--- config.mk ---
export PLATFORM = sky130hd
export DESIGN_NAME = session_controller_flat
export DESIGN_NICKNAME = d
export VERILOG_FILES = /design/src/rtl/session_pkg.sv /design/src/rtl/session_controller_if.sv /design/src/rtl/session_timer.sv /design/src/rtl/session_controller.sv /design/src/flat_wrapper.sv
export SDC_FILE = /design/constraint.sdc
export NUM_CORES = 1
export LEC_CHECK = 0
export ABC_AREA = 0
export BUFFER_PORTS_ARGS = -buffer_cell sky130_fd_sc_hd__buf_2
export CORE_ASPECT_RATIO = 0.6
export CORE_MARGIN = 2
export CORE_UTILIZATION = 40
export CTS_CLUSTER_DIAMETER = 50
export DETAILED_ROUTE_END_ITERATION = 10
export PLACE_DENSITY = 0.65
export REMOVE_ABC_BUFFERS = 1
export SYNTH_ARGS = -nofsm -noshare
export SYNTH_HDL_FRONTEND = slang
export SYNTH_SLANG_ARGS = --single-unit
export TNS_END_PERCENT = 30
--- constraint.sdc ---
create_clock -name clk -period 2.8 [get_ports clk]
set_clock_uncertainty 0.2 [all_clocks]
set_input_delay 0.14 -clock clk [delete_from_list [all_inputs] [get_ports clk]]
set_output_delay 0.14 -clock clk [all_outputs]
set_load 0.005 [all_outputs]
--- src/rtl/session_pkg.sv ---
// Shared types and constants for the session controller: state encoding,
// display/LED message codes and default parameter values.
package session_pkg;

  localparam int unsigned DEF_NUM_APPS     = 2;
  localparam int unsigned DEF_ID_W         = 16;
  localparam int unsigned DEF_MAX_TRIES    = 3;
  localparam int unsigned DEF_LOCK_CYCLES  = 1024;
  localparam int unsigned DEF_IDLE_TIMEOUT = 4096;

  typedef enum logic [2:0] {
    ST_IDLE    = 3'd0,
    ST_AUTH    = 3'd1,
    ST_MENU    = 3'd2,
    ST_APP     = 3'd3,
    ST_LOCKOUT = 3'd4
  } state_e;

  localparam logic [2:0] LCD_IDLE       = 3'd0;
  localparam logic [2:0] LCD_AUTH       = 3'd1;
  localparam logic [2:0] LCD_AUTH_RETRY = 3'd2;
  localparam logic [2:0] LCD_MENU       = 3'd3;
  localparam logic [2:0] LCD_APP        = 3'd4;
  localparam logic [2:0] LCD_LOCKOUT    = 3'd5;
  localparam logic [2:0] LCD_TIMEOUT    = 3'd6;

  localparam logic [3:0] LED_IDLE    = 4'd0;
  localparam logic [3:0] LED_AUTH    = 4'd1;
  localparam logic [3:0] LED_SESSION = 4'd2;
  localparam logic [3:0] LED_LOCKOUT = 4'd8;

endpackage

--- src/rtl/session_controller_if.sv ---
// User-facing bus of the session controller; slave = controller side,
// master = the host/board logic driving buttons and authenticator.
interface session_controller_if
  import session_pkg::*;
#(
  parameter int unsigned NUM_APPS = DEF_NUM_APPS,
  parameter int unsigned ID_W     = DEF_ID_W
);

  logic                btn_start;
  logic                btn_logout;
  logic                activity;
  logic [ID_W-1:0]     user_id_in;
  logic                auth_valid;
  logic                auth_ok;
  logic [NUM_APPS-1:0] app_req;
  logic [NUM_APPS-1:0] app_done;

  logic                auth_en;
  logic [NUM_APPS-1:0] app_sel;
  logic [ID_W-1:0]     userid;
  logic                locked;
  logic                timeout_pulse;
  logic [2:0]          lcd_code;
  logic [3:0]          led_code;
  logic [2:0]          state_o;

  modport master (
    output btn_start, btn_logout, activity, user_id_in, auth_valid, auth_ok,
           app_req, app_done,
    input  auth_en, app_sel, userid, locked, timeout_pulse, lcd_code,
           led_code, state_o
  );

  modport slave (
    input  btn_start, btn_logout, activity, user_id_in, auth_valid, auth_ok,
           app_req, app_done,
    output auth_en, app_sel, userid, locked, timeout_pulse, lcd_code,
           led_code, state_o
  );

endinterface

--- src/rtl/session_timer.sv ---
// Loadable down-counter; load_i reloads MAX_VAL, dec_i counts toward zero.
// zero_o flags a decrement that lands on (or sits at) zero this cycle.
module session_timer #(
  parameter int unsigned MAX_VAL = 16
) (
  input  logic clk,
  input  logic rst,
  input  logic load_i,
  input  logic dec_i,
  output logic zero_o
);

  localparam int unsigned CNT_W = $clog2(MAX_VAL + 1);

  logic [CNT_W-1:0] cnt_q, cnt_d;

  always_ff @(posedge clk) begin
    if (!rst) cnt_q <= '0;
    else      cnt_q <= cnt_d;
  end

  always_comb begin
    cnt_d = cnt_q;
    if (load_i)                           cnt_d = CNT_W'(MAX_VAL);
    else if (dec_i && (cnt_q != '0))      cnt_d = cnt_q - CNT_W'(1);
  end

  assign zero_o = !load_i && dec_i && (cnt_q <= CNT_W'(1));

endmodule

--- src/rtl/session_controller.sv ---
// Login/session FSM: authentication with retry lockout, application
// selection, inactivity logout. All outputs are registered Moore outputs.
module session_controller
  import session_pkg::*;
#(
  parameter int unsigned NUM_APPS     = DEF_NUM_APPS,
  parameter int unsigned ID_W         = DEF_ID_W,
  parameter int unsigned MAX_TRIES    = DEF_MAX_TRIES,
  parameter int unsigned LOCK_CYCLES  = DEF_LOCK_CYCLES,
  parameter int unsigned IDLE_TIMEOUT = DEF_IDLE_TIMEOUT
) (
  input logic                 clk,
  input logic                 rst,
  session_controller_if.slave bus
);

  localparam int unsigned TRY_W = $clog2(MAX_TRIES + 1);

  state_e              state_q, state_d;
  logic [TRY_W-1:0]    try_q, try_d;
  logic [ID_W-1:0]     userid_q, userid_d;
  logic [NUM_APPS-1:0] app_sel_q, app_sel_d;
  logic                auth_en_q, auth_en_d;
  logic                locked_q, locked_d;
  logic                tmo_q, tmo_d;
  logic [2:0]          lcd_q, lcd_d;
  logic [3:0]          led_q, led_d;

  logic                in_session;
  logic                idle_load, idle_zero, lock_zero;
  logic [NUM_APPS-1:0] app_pick;

  // Idle timer is held at full scale outside AUTH/MENU so every entry starts
  // fresh; AUTH->MENU is the one in-session transition that needs a reload.
  assign in_session = (state_q == ST_AUTH) || (state_q == ST_MENU);
  assign idle_load  = !in_session || bus.activity ||
                      ((state_q == ST_AUTH) && bus.auth_valid && bus.auth_ok);

  session_timer #(.MAX_VAL(IDLE_TIMEOUT)) u_idle_timer (
    .clk    (clk),
    .rst    (rst),
    .load_i (idle_load),
    .dec_i  (!idle_load),
    .zero_o (idle_zero)
  );

  session_timer #(.MAX_VAL(LOCK_CYCLES)) u_lock_timer (
    .clk    (clk),
    .rst    (rst),
    .load_i (state_q != ST_LOCKOUT),
    .dec_i  (state_q == ST_LOCKOUT),
    .zero_o (lock_zero)
  );

  assign app_pick = bus.app_req & (~bus.app_req + NUM_APPS'(1));

  always_ff @(posedge clk) begin
    if (!rst) begin
      state_q   <= ST_IDLE;
      try_q     <= '0;
      userid_q  <= '0;
      app_sel_q <= '0;
      auth_en_q <= 1'b0;
      locked_q  <= 1'b0;
      tmo_q     <= 1'b0;
      lcd_q     <= LCD_IDLE;
      led_q     <= LED_IDLE;
    end else begin
      state_q   <= state_d;
      try_q     <= try_d;
      userid_q  <= userid_d;
      app_sel_q <= app_sel_d;
      auth_en_q <= auth_en_d;
      locked_q  <= locked_d;
      tmo_q     <= tmo_d;
      lcd_q     <= lcd_d;
      led_q     <= led_d;
    end
  end

  always_comb begin
    state_d   = state_q;
    try_d     = try_q;
    userid_d  = userid_q;
    app_sel_d = app_sel_q;
    tmo_d     = 1'b0;

    unique case (state_q)
      ST_IDLE: begin
        if (bus.btn_start) state_d = ST_AUTH;
      end
      ST_AUTH: begin
        if (bus.btn_logout) begin
          state_d  = ST_IDLE;
          userid_d = '0;
          try_d    = '0;
        end else if (bus.auth_valid) begin
          if (bus.auth_ok) begin
            state_d  = ST_MENU;
            userid_d = bus.user_id_in;
            try_d    = '0;
          end else begin
            try_d = try_q + TRY_W'(1);
            if (try_q >= TRY_W'(MAX_TRIES - 1)) begin
              try_d   = TRY_W'(MAX_TRIES);
              state_d = ST_LOCKOUT;
            end
          end
        end else if (idle_zero) begin
          state_d  = ST_IDLE;
          userid_d = '0;
          try_d    = '0;
          tmo_d    = 1'b1;
        end
      end
      ST_MENU: begin
        if (bus.btn_logout) begin
          state_d  = ST_IDLE;
          userid_d = '0;
          try_d    = '0;
        end else if (bus.app_req != '0) begin
          state_d   = ST_APP;
          app_sel_d = app_pick;
        end else if (idle_zero) begin
          state_d  = ST_IDLE;
          userid_d = '0;
          try_d    = '0;
          tmo_d    = 1'b1;
        end
      end
      ST_APP: begin
        if ((bus.app_done & app_sel_q) != '0) begin
          state_d   = ST_MENU;
          app_sel_d = '0;
        end
      end
      ST_LOCKOUT: begin
        if (lock_zero) begin
          state_d = ST_IDLE;
          try_d   = '0;
        end
      end
      default: state_d = ST_IDLE;
    endcase

    auth_en_d = (state_d == ST_AUTH);
    locked_d  = (state_d == ST_LOCKOUT);
    lcd_d     = LCD_IDLE;
    led_d     = LED_IDLE;
    unique case (state_d)
      ST_IDLE:    lcd_d = tmo_d ? LCD_TIMEOUT : LCD_IDLE;
      ST_AUTH: begin
        lcd_d = (try_d != '0) ? LCD_AUTH_RETRY : LCD_AUTH;
        led_d = LED_AUTH;
      end
      ST_MENU: begin
        lcd_d = LCD_MENU;
        led_d = LED_SESSION;
      end
      ST_APP: begin
        lcd_d = LCD_APP;
        led_d = LED_SESSION;
      end
      ST_LOCKOUT: begin
        lcd_d = LCD_LOCKOUT;
        led_d = LED_LOCKOUT;
      end
      default: ;
    endcase
  end

  assign bus.auth_en       = auth_en_q;
  assign bus.app_sel       = app_sel_q;
  assign bus.userid        = userid_q;
  assign bus.locked        = locked_q;
  assign bus.timeout_pulse = tmo_q;
  assign bus.lcd_code      = lcd_q;
  assign bus.led_code      = led_q;
  assign bus.state_o       = state_q;

endmodule
--- src/flat_wrapper.sv ---
// flat-port wrapper written by rule: the top's interface ports become plain ports
module session_controller_flat import session_pkg::*;
#(
  parameter int unsigned NUM_APPS     = DEF_NUM_APPS,
  parameter int unsigned ID_W         = DEF_ID_W,
  parameter int unsigned MAX_TRIES    = DEF_MAX_TRIES,
  parameter int unsigned LOCK_CYCLES  = DEF_LOCK_CYCLES,
  parameter int unsigned IDLE_TIMEOUT = DEF_IDLE_TIMEOUT
)
  (clk, rst, bus_btn_start, bus_btn_logout, bus_activity, bus_user_id_in, bus_auth_valid, bus_auth_ok, bus_app_req, bus_app_done, bus_auth_en, bus_app_sel, bus_userid, bus_locked, bus_timeout_pulse, bus_lcd_code, bus_led_code, bus_state_o);
  session_controller_if #(.NUM_APPS(NUM_APPS), .ID_W(ID_W)) bus_i ();
  input logic clk;
  input logic rst;
  input wire logic [$bits(bus_i.btn_start)-1:0] bus_btn_start;
  input wire logic [$bits(bus_i.btn_logout)-1:0] bus_btn_logout;
  input wire logic [$bits(bus_i.activity)-1:0] bus_activity;
  input wire logic [$bits(bus_i.user_id_in)-1:0] bus_user_id_in;
  input wire logic [$bits(bus_i.auth_valid)-1:0] bus_auth_valid;
  input wire logic [$bits(bus_i.auth_ok)-1:0] bus_auth_ok;
  input wire logic [$bits(bus_i.app_req)-1:0] bus_app_req;
  input wire logic [$bits(bus_i.app_done)-1:0] bus_app_done;
  output wire logic [$bits(bus_i.auth_en)-1:0] bus_auth_en;
  output wire logic [$bits(bus_i.app_sel)-1:0] bus_app_sel;
  output wire logic [$bits(bus_i.userid)-1:0] bus_userid;
  output wire logic [$bits(bus_i.locked)-1:0] bus_locked;
  output wire logic [$bits(bus_i.timeout_pulse)-1:0] bus_timeout_pulse;
  output wire logic [$bits(bus_i.lcd_code)-1:0] bus_lcd_code;
  output wire logic [$bits(bus_i.led_code)-1:0] bus_led_code;
  output wire logic [$bits(bus_i.state_o)-1:0] bus_state_o;
  assign bus_i.btn_start = bus_btn_start;
  assign bus_i.btn_logout = bus_btn_logout;
  assign bus_i.activity = bus_activity;
  assign bus_i.user_id_in = bus_user_id_in;
  assign bus_i.auth_valid = bus_auth_valid;
  assign bus_i.auth_ok = bus_auth_ok;
  assign bus_i.app_req = bus_app_req;
  assign bus_i.app_done = bus_app_done;
  assign bus_auth_en = bus_i.auth_en;
  assign bus_app_sel = bus_i.app_sel;
  assign bus_userid = bus_i.userid;
  assign bus_locked = bus_i.locked;
  assign bus_timeout_pulse = bus_i.timeout_pulse;
  assign bus_lcd_code = bus_i.lcd_code;
  assign bus_led_code = bus_i.led_code;
  assign bus_state_o = bus_i.state_o;
  session_controller #(.NUM_APPS(NUM_APPS), .ID_W(ID_W), .MAX_TRIES(MAX_TRIES), .LOCK_CYCLES(LOCK_CYCLES), .IDLE_TIMEOUT(IDLE_TIMEOUT)) u_core (.clk(clk), .rst(rst), .bus(bus_i));
endmodule
==> summary by stage, run 1 <==
Synthesis
The combined area of all synthesized cells is 2600 sq um. The synthesized-area fraction occupied by adder cells is 0.0289. Counting flops with a built-in enable in the synthesized netlist gives 0. Averaged over all synthesized cells, the footprint is 9.05 sq um. Of the total synthesized cell area, the portion taken by XOR and XNOR cells is 0.0573. Of the synthesized area, sequential elements account for 0.416. The dominant combinational cell family by area after synthesis is simple AND/OR/NAND/NOR gates. The multiplexer area fraction after synthesis is 0.

The synthesized netlist contains 51 unique library cells. The simple-gate share of the synthesized area is 0.288. Of the post-synthesis cell area, the dominant cell type holds 0.416. The biggest area contributor in the post-synthesis netlist is sky130_fd_sc_hd__dfxtp_1. After technology mapping, the gate count stands at 287. Of all flip-flops after synthesis, the portion carrying an async set or reset was 0. The number of flip-flops and latches in the synthesized netlist is 54.

The number of warnings reported in the yosys synthesis log is 0. The most frequently used flop master after synthesis is sky130_fd_sc_hd__dfxtp_1. The complex-gate fraction of the synthesized area was 0.170. By area the synthesized netlist is led by sky130_fd_sc_hd__dfxtp_1 (42%), sky130_fd_sc_hd__nor2b_1 (5.8%), sky130_fd_sc_hd__nor2_1 (5.5%).

Worst hold path
The worst hold path class is input pin to flip-flop. The startpoint of the most critical hold path is bus_app_req[0]. The worst hold path terminates at u_core.bus.app_sel[0].

Counting instances, the worst hold path has a depth of 3.

Outcome
The flow ran to the end, and the final reports show no timing, DRC or antenna violations.

Timing
The period utilization is 0.974. The worst hold slack is 0.0875 ns. The clock period minus worst slack is 2.73 ns. Setup violations remaining at the end of the flow were counted as 0. Setup repair after global routing could not meet its margin everywhere. The total count of hold-check failures in the final report came to 0.

The maximum clock frequency is 367 MHz. The number of pins with negative max-slew slack in the final report was 0. The final worst slack is 0.0718 ns.

Power
The analysis attributes to cell leakage a power of 1.33 nW. The worst vdd rail ir drop is 0.347 mV. The power per unit of standard cell area is 466 nW/um^2. Total power for the finished layout comes to 1.52 mW.

Floorplan
The die height is 66.4 microns. The core box area is 6190 sq um. The x dimension of the die is 108 microns.

For this configuration, the core starts out at a cell density of 0.419. The number of core rows is 22. The number of top-level pins is 58. The die covers 7170 sq um.

Route
The total via count in the routed design is 2,267. The routed wire length is 6020 microns. The initial DRC count is 147. The routed length per instance is 13.6 microns. The post-detailed-route via-to-cell ratio is 5.12. The detail route stage leaves a number of antenna-violating nets equal to 0. The first detailed-routing pass ran for 4 iterations. The number of design rule violations left after detail routing is 0.

Setup path
The worst setup path is captured at a flip-flop. At the worst endpoint, the arrival time is 2.74 ns. The endpoint identified for the worst register-to-register timing path is u_core.bus.userid[1]. The worst reg2reg path depth is 8. The worst-path maximum fanout is 16. The slack of the worst reg-to-reg path is 0.07 ns. For the worst setup path, the data required time is 2.81 ns. The worst setup path is launched from a flip-flop. The critical path is of the flip-flop to flip-flop type. The startpoint identified for the worst register-to-register timing path is u_core.u_idle_timer.cnt_q[2].

Clock network
The number of buffers added by the clock tree synthesis step is 5. The maximum level of the CTS H-tree is 2. The TritonCTS clock tree is done.

The clock sink count is 54. The master cell of the clock root buffer is sky130_fd_sc_hd__clkbuf_8. The number of setup buffers added after CTS is 0. The clock slew at the register clock pins of the worst setup and hold paths is 0.10 ns.

The number of buffers on the longest clock path is 2. The clock reaches the later pin of the worst-skew pair after 0.31 ns.

Placed design
The pre-CTS worst setup slack is 0.0529 ns. Routability-driven placement finished with a final weighted congestion of 0.827. After detailed placement, the design holds a cell count of 419.

The count of buffers added on input and output ports is 56. The half-perimeter wire length after placement is 4270 microns.

Layout
Fill cells in the final layout number 559. The final antenna diode count is 0. The number of nets in the layout is 391. The sequential standard cell area is 1080 sq um. In the final layout, the share of cells above drive strength 1 is 0.265.

Summing all multi-input logic gate instances after layout gives 1440 sq um. Once layout is complete, the utilization of the core stands at 0.528. The layout-stage area growth over the synthesis result is 26.0%. For this run, the number of standard cells in the final layout without fillers is 443.

Global routing
The remaining global-route overflow is 0. The number of antenna violations at the first check in global routing is 0. Entering global routing, the biggest net connects 35 pins. The number of global-route vias before repair is 1,977. In the global route stage, overall resource usage came out at 0.170.

The first global-routing pass estimated 9590 microns of wire.

Run
The max-capacitance violation count is 0.
## logic make-up (layout without fill, tap and decap cells)
| group | after synthesis | after routing |
|---|---|---|
| AO/OA/AOI/OAI | 55 | 55 |
| other | 1 | 1 |
| buffers and inverters | 21 | 93 |
| flip-flops | 54 | 54 |
| AND/OR/NAND/NOR | 133 | 133 |
| adder cells (fa/ha/maj) | 6 | 6 |
| XOR/XNOR | 17 | 17 |
## metal layers
layer	track usage	share of wire
met1	0.264	0.53
met2	0.233	0.42
met3	0.0404	0.051
met4	0.0353	0.0032
met5	0	0
## final cells by class
type                            instances  area share
Clock buffer                            6      0.0252
Timing Repair Buffer                   78       0.152
Clock inverter                          2      0.0119
Multi-Input combinational cell        212       0.440
Tap cell                               84      0.0321
Sequential cell                        54       0.331
Inverter                                7     0.00803
## cells in the mapped netlist, types with 7 or more instances
library cell	instances
sky130_fd_sc_hd__nor3_1	9
sky130_fd_sc_hd__nand2b_1	7
sky130_fd_sc_hd__a22oi_2	10
sky130_fd_sc_hd__nor2_1	38
sky130_fd_sc_hd__and2_1	7
sky130_fd_sc_hd__a22oi_1	7
sky130_fd_sc_hd__dfxtp_1	54
sky130_fd_sc_hd__a21oi_1	8
sky130_fd_sc_hd__o21ai_0	9
sky130_fd_sc_hd__inv_1	7
sky130_fd_sc_hd__xor2_1	8
sky130_fd_sc_hd__xnor2_1	9
sky130_fd_sc_hd__nand2_1	11
sky130_fd_sc_hd__nor2b_1	24
sky130_fd_sc_hd__clkbuf_1	9
## sequential cells by signal, indices dropped and copies added (netlist names)
signal,count
u_core.bus.userid,16
u_core.u_idle_timer.cnt_q,13
u_core.u_lock_timer.cnt_q,11
u_core.bus.lcd_code,3
u_core.bus.state_o,3
u_core.bus.app_sel,2
u_core.try_q,2
u_core.bus.auth_en,1
u_core.bus.led_code,1
u_core.bus.locked,1
u_core.bus.timeout_pulse,1
## worst max-delay path by stage
stage | from | endpoint | slack, ns
after global placement | u_core.u_idle_timer.cnt_q[5] | u_core.bus.userid[2] | 0.15
after global routing | u_core.u_lock_timer.cnt_q[4] | u_core.bus.lcd_code[0] | -0.008
after floorplan | u_core.u_idle_timer.cnt_q[4] | u_core.bus.userid[0] | 0.02
after CTS | u_core.u_idle_timer.cnt_q[5] | u_core.bus.userid[2] | 0.05
after detailed placement | u_core.u_idle_timer.cnt_q[5] | u_core.bus.userid[2] | 0.05
final | u_core.u_idle_timer.cnt_q[2] | u_core.bus.userid[1] | 0.07
## report_power, final
| part | switching (mW) | internal (mW) |
|---|---|---|
| Sequential | 0.0106 | 0.779 |
| Combinational | 0.0875 | 0.0885 |
| Clock | 0.263 | 0.295 |
## stage by stage
step | TNS [ns] | cell area, sq um
2_1_floorplan | 0 | 2520
3_3_place_gp | 0 | 2950
3_5_place_dp | 0 | 2950
4_1_cts | 0 | 3240
5_1_grt | -0.00793 | 3270
6_report | 0 | 3270
## placed cells by master (no fill, tap or decap), types with 3 or more instances in the layout
cell type,count
sky130_fd_sc_hd__nor2_1,38
sky130_fd_sc_hd__clkbuf_8,6
sky130_fd_sc_hd__and3_1,3
sky130_fd_sc_hd__xor2_1,8
sky130_fd_sc_hd__nor2b_1,24
sky130_fd_sc_hd__inv_1,7
sky130_fd_sc_hd__nand3_1,4
sky130_fd_sc_hd__a22oi_1,5
sky130_fd_sc_hd__nand2b_1,7
sky130_fd_sc_hd__and2_1,7
sky130_fd_sc_hd__a21oi_1,8
sky130_fd_sc_hd__buf_4,5
sky130_fd_sc_hd__a21boi_0,3
sky130_fd_sc_hd__or3_1,6
sky130_fd_sc_hd__dlygate4sd3_1,16
sky130_fd_sc_hd__nand2_1,11
sky130_fd_sc_hd__or4_4,3
sky130_fd_sc_hd__o21ai_0,9
sky130_fd_sc_hd__buf_2,56
sky130_fd_sc_hd__nor3_1,8
sky130_fd_sc_hd__xnor2_1,9
sky130_fd_sc_hd__dfxtp_1,53
sky130_fd_sc_hd__a22oi_2,12
sky130_fd_sc_hd__nor4_1,6
sky130_fd_sc_hd__ha_1,6
## worst max-delay path, stage by stage (launching register included)
cell and delay [ns]:
sky130_fd_sc_hd__dfxtp_2 0.35, sky130_fd_sc_hd__or4_4 0.56, sky130_fd_sc_hd__nor4_4 0.31, sky130_fd_sc_hd__nand4_2 0.17, sky130_fd_sc_hd__and3b_1 0.21, sky130_fd_sc_hd__or4_4 0.43
sky130_fd_sc_hd__buf_12 0.17, sky130_fd_sc_hd__a22oi_1 0.16, sky130_fd_sc_hd__nor2b_1 0.06
## what timing repair did
action / 4_1_cts / 5_1_grt
hold endpoints to repair: 16 / 0
endpoints found under the setup margin: 0 / 9
resized for setup: 0 / 9
hold buffers: 16 / 0
Note: power is estimated with default switching activity, not from simulation.
==> run 2: changes to the inputs <==
--- a/config.mk
+++ b/config.mk
@@ -11,8 +11,9 @@
 export CORE_MARGIN = 2
 export CORE_UTILIZATION = 40
 export CTS_CLUSTER_DIAMETER = 50
+export CTS_CLUSTER_SIZE = 8
 export DETAILED_ROUTE_END_ITERATION = 10
-export PLACE_DENSITY = 0.65
+export PLACE_DENSITY = 0.63
 export REMOVE_ABC_BUFFERS = 1
 export SYNTH_ARGS = -nofsm -noshare
 export SYNTH_HDL_FRONTEND = slang
==> constraint.sdc (replaced) <==
create_clock -name clk -period 2.92 [get_ports clk]
set_clock_uncertainty 0.2 [all_clocks]
set_input_delay 0.146 -clock clk [delete_from_list [all_inputs] [get_ports clk]]
set_output_delay 0.146 -clock clk [all_outputs]
set_load 0.005 [all_outputs]
==> summary by stage, run 2 (same netlist as run 1, synthesis figures left out) <==
Clock network
Clock-pin slew was measured on the worst setup and hold paths at 0.09 ns. The TritonCTS clock tree is done. The total setup buffers inserted after CTS is 0. For this design, the sink count on the clock tree is 54. Clock tree synthesis inserted a total of 5 buffers. The number of buffers on the longest clock path is 2. For the worst-skew pair, the clock arrives at the later sink with an insertion delay of 0.31 ns. The tree is rooted in a sky130_fd_sc_hd__clkbuf_8.

The H-tree generated during clock tree synthesis spans 2 levels.

Route
The routed wire length is 6040 microns. The initial DRC count is 144. Dividing the detail-routed via count by the number of cells gives 5.06. Detailed routing inserted a total of 2,225 vias. After detailed routing, the average wire length per cell comes to 13.7 microns.

The first detailed-routing pass took 4 iterations. The number of design rule violations left after detail routing is 0. The detail route stage leaves a number of antenna-violating nets equal to 0.

Power
For this design the ratio of total power to cell area is 439 nW/um^2. The cell leakage power is 1.30 nW. Across the VDD grid, the largest voltage drop is 0.213 mV.

Layout
In the final design database the tool counted 389 nets. The number of antenna diodes in the final layout is 0. The register with the most flip-flops in the layout has 16 of them.

The share of layout cells above drive strength 1 is 0.242. The layout has 581 filler cells. The area growth from synthesis to layout is 23.7%.

The library cell used most frequently in the layout, excluding fill and tap cells, is sky130_fd_sc_hd__buf_2. In the layout the commonest cells are sky130_fd_sc_hd__buf_2 (56), sky130_fd_sc_hd__dfxtp_1 (54), sky130_fd_sc_hd__nor2_1 (38).

Setup path
STA classifies the critical path endpoint as a flip-flop. The required time at the endpoint of the critical path is 2.98 ns. Of all nets on the critical path, the largest fanout is 6. The origin of the critical flop-to-flop path is u_core.u_lock_timer.cnt_q[4]. The worst setup path is launched from a flip-flop.

The endpoint arrival time on the critical path is 2.91 ns. The category of the most critical setup path is flip-flop to flip-flop. The startpoint of the most critical setup path is u_core.u_lock_timer.cnt_q[4].

Floorplan
The die height is 66.4 microns. The die covers 7170 sq um. The floorplan step defined a core boundary enclosing 6190 sq um. The number of top-level pins is 58. The x dimension of the die is 108 microns. The starting utilization of the core area is 0.419. The floorplan has 22 rows.

Timing
Setup violations remaining at the end of the flow were counted as 0. The total negative slack for setup checks is 0 ns. The number of pins with negative max-slew slack in the final report came to 0. Setup repair after global routing left no endpoint under its margin.

Setup slack on the critical path of the routed design comes to 0.0670 ns. In the finished design, the share of the clock period the worst path needs comes to 0.977. The maximum clock frequency is 351 MHz. The total count of hold-check failures in the final report is 0. Counting I/O delays and the setup requirement, the final critical path takes 2.85 ns.

Worst hold path
The startpoint identified for the worst hold timing path is bus_app_req[1]. The min-delay analysis places its worst path in the category input pin to flip-flop.

Global routing
The number of global-route vias before repair came to 2,031. The overall fraction of global-route tracks in use is 0.180. The pin count of the biggest net entering global routing is 35. The number of antenna violations at the first check in global routing is 0. The first global-routing pass estimated 9960 microns of wire. The remaining global-route overflow is 0.

Placed design
The half-perimeter wire length after placement is 4400 microns. The count of port buffers added during placement is 56. The routability congestion estimate from global placement is 0.810.

The pre-CTS worst setup slack is 0.153 ns.

Outcome
The flow ran to the end, and the final reports show no timing, DRC or antenna violations.

Run
Max-cap violations in this run came to 0.
run 2: path summary, 6_finish.rpt:
path                                                to  slack [ns]  cells after the start
worst max-delay path            u_core.bus.lcd_code[0]        0.07                      7
worst min-delay path             u_core.bus.app_sel[1]        0.06                      5
worst max register to register  u_core.bus.lcd_code[0]        0.07                      7
worst min register to register   u_core.bus.app_sel[0]        0.28                      2
run 2: stage by stage:
| stage | util | total power, mW | hold WS [ns] | std cells | area (sq um) |
|---|---|---|---|---|---|
| floorplan | - | 0.857 | 0.0629 | 273 | 2520 |
| global placement | 0.475 | 0.915 | 0.216 | 417 | 2940 |
| detailed placement | 0.475 | 0.916 | 0.228 | 417 | 2940 |
| CTS | 0.518 | 1.43 | 0.0445 | 440 | 3210 |
| global route | 0.518 | 1.47 | 0.0700 | 440 | 3210 |
| finish | 0.518 | 1.41 | 0.0613 | 440 | 3210 |
run 2: power breakdown:
group / total (mW) / internal, mW / switching (mW) / leakage, nW
clock: 0.492 / 0.252 / 0.240 / 0.0542
sequential: 0.757 / 0.747 / 0.00997 / 0.437
combinational: 0.161 / 0.0777 / 0.0836 / 0.810
run 2: cell type report:
type,count,area [sq um],share of cell area
sequential,54,1080,0.337
clock buffer,5,68.8,0.0214
clock inverter,2,38.8,0.0121
multi-input combinational,212,1420,0.441
timing repair buffer,76,474,0.148
inverter,7,26.3,0.00818
tap,84,105,0.0327
run 2: what timing repair did:
| action | CTS | global route |
|---|---|---|
| setup endpoints to repair | 0 | 1 |
| hold endpoints to repair | 16 | 0 |
| gates resized for setup | 0 | 1 |
| hold buffers | 16 | 0 |
run 2: worst max-delay path, cell delays in order, from the launching register on:
cell                       delay (ns)
sky130_fd_sc_hd__dfxtp_1         0.37
sky130_fd_sc_hd__or4_1           0.64
sky130_fd_sc_hd__nor3_1          0.28
sky130_fd_sc_hd__nor4bb_1        0.28
sky130_fd_sc_hd__o21ai_0         0.20
sky130_fd_sc_hd__a221oi_1        0.40
sky130_fd_sc_hd__nor2b_1         0.26
sky130_fd_sc_hd__a22o_1          0.17
run 2: layer usage:
layer	track usage	wire, microns	vias up
met5	0	0	-
met4	0.0529	47	0
met3	0.0414	408	5
met2	0.238	2210	59
met1	0.282	3380	1015
li1	-	-	1146
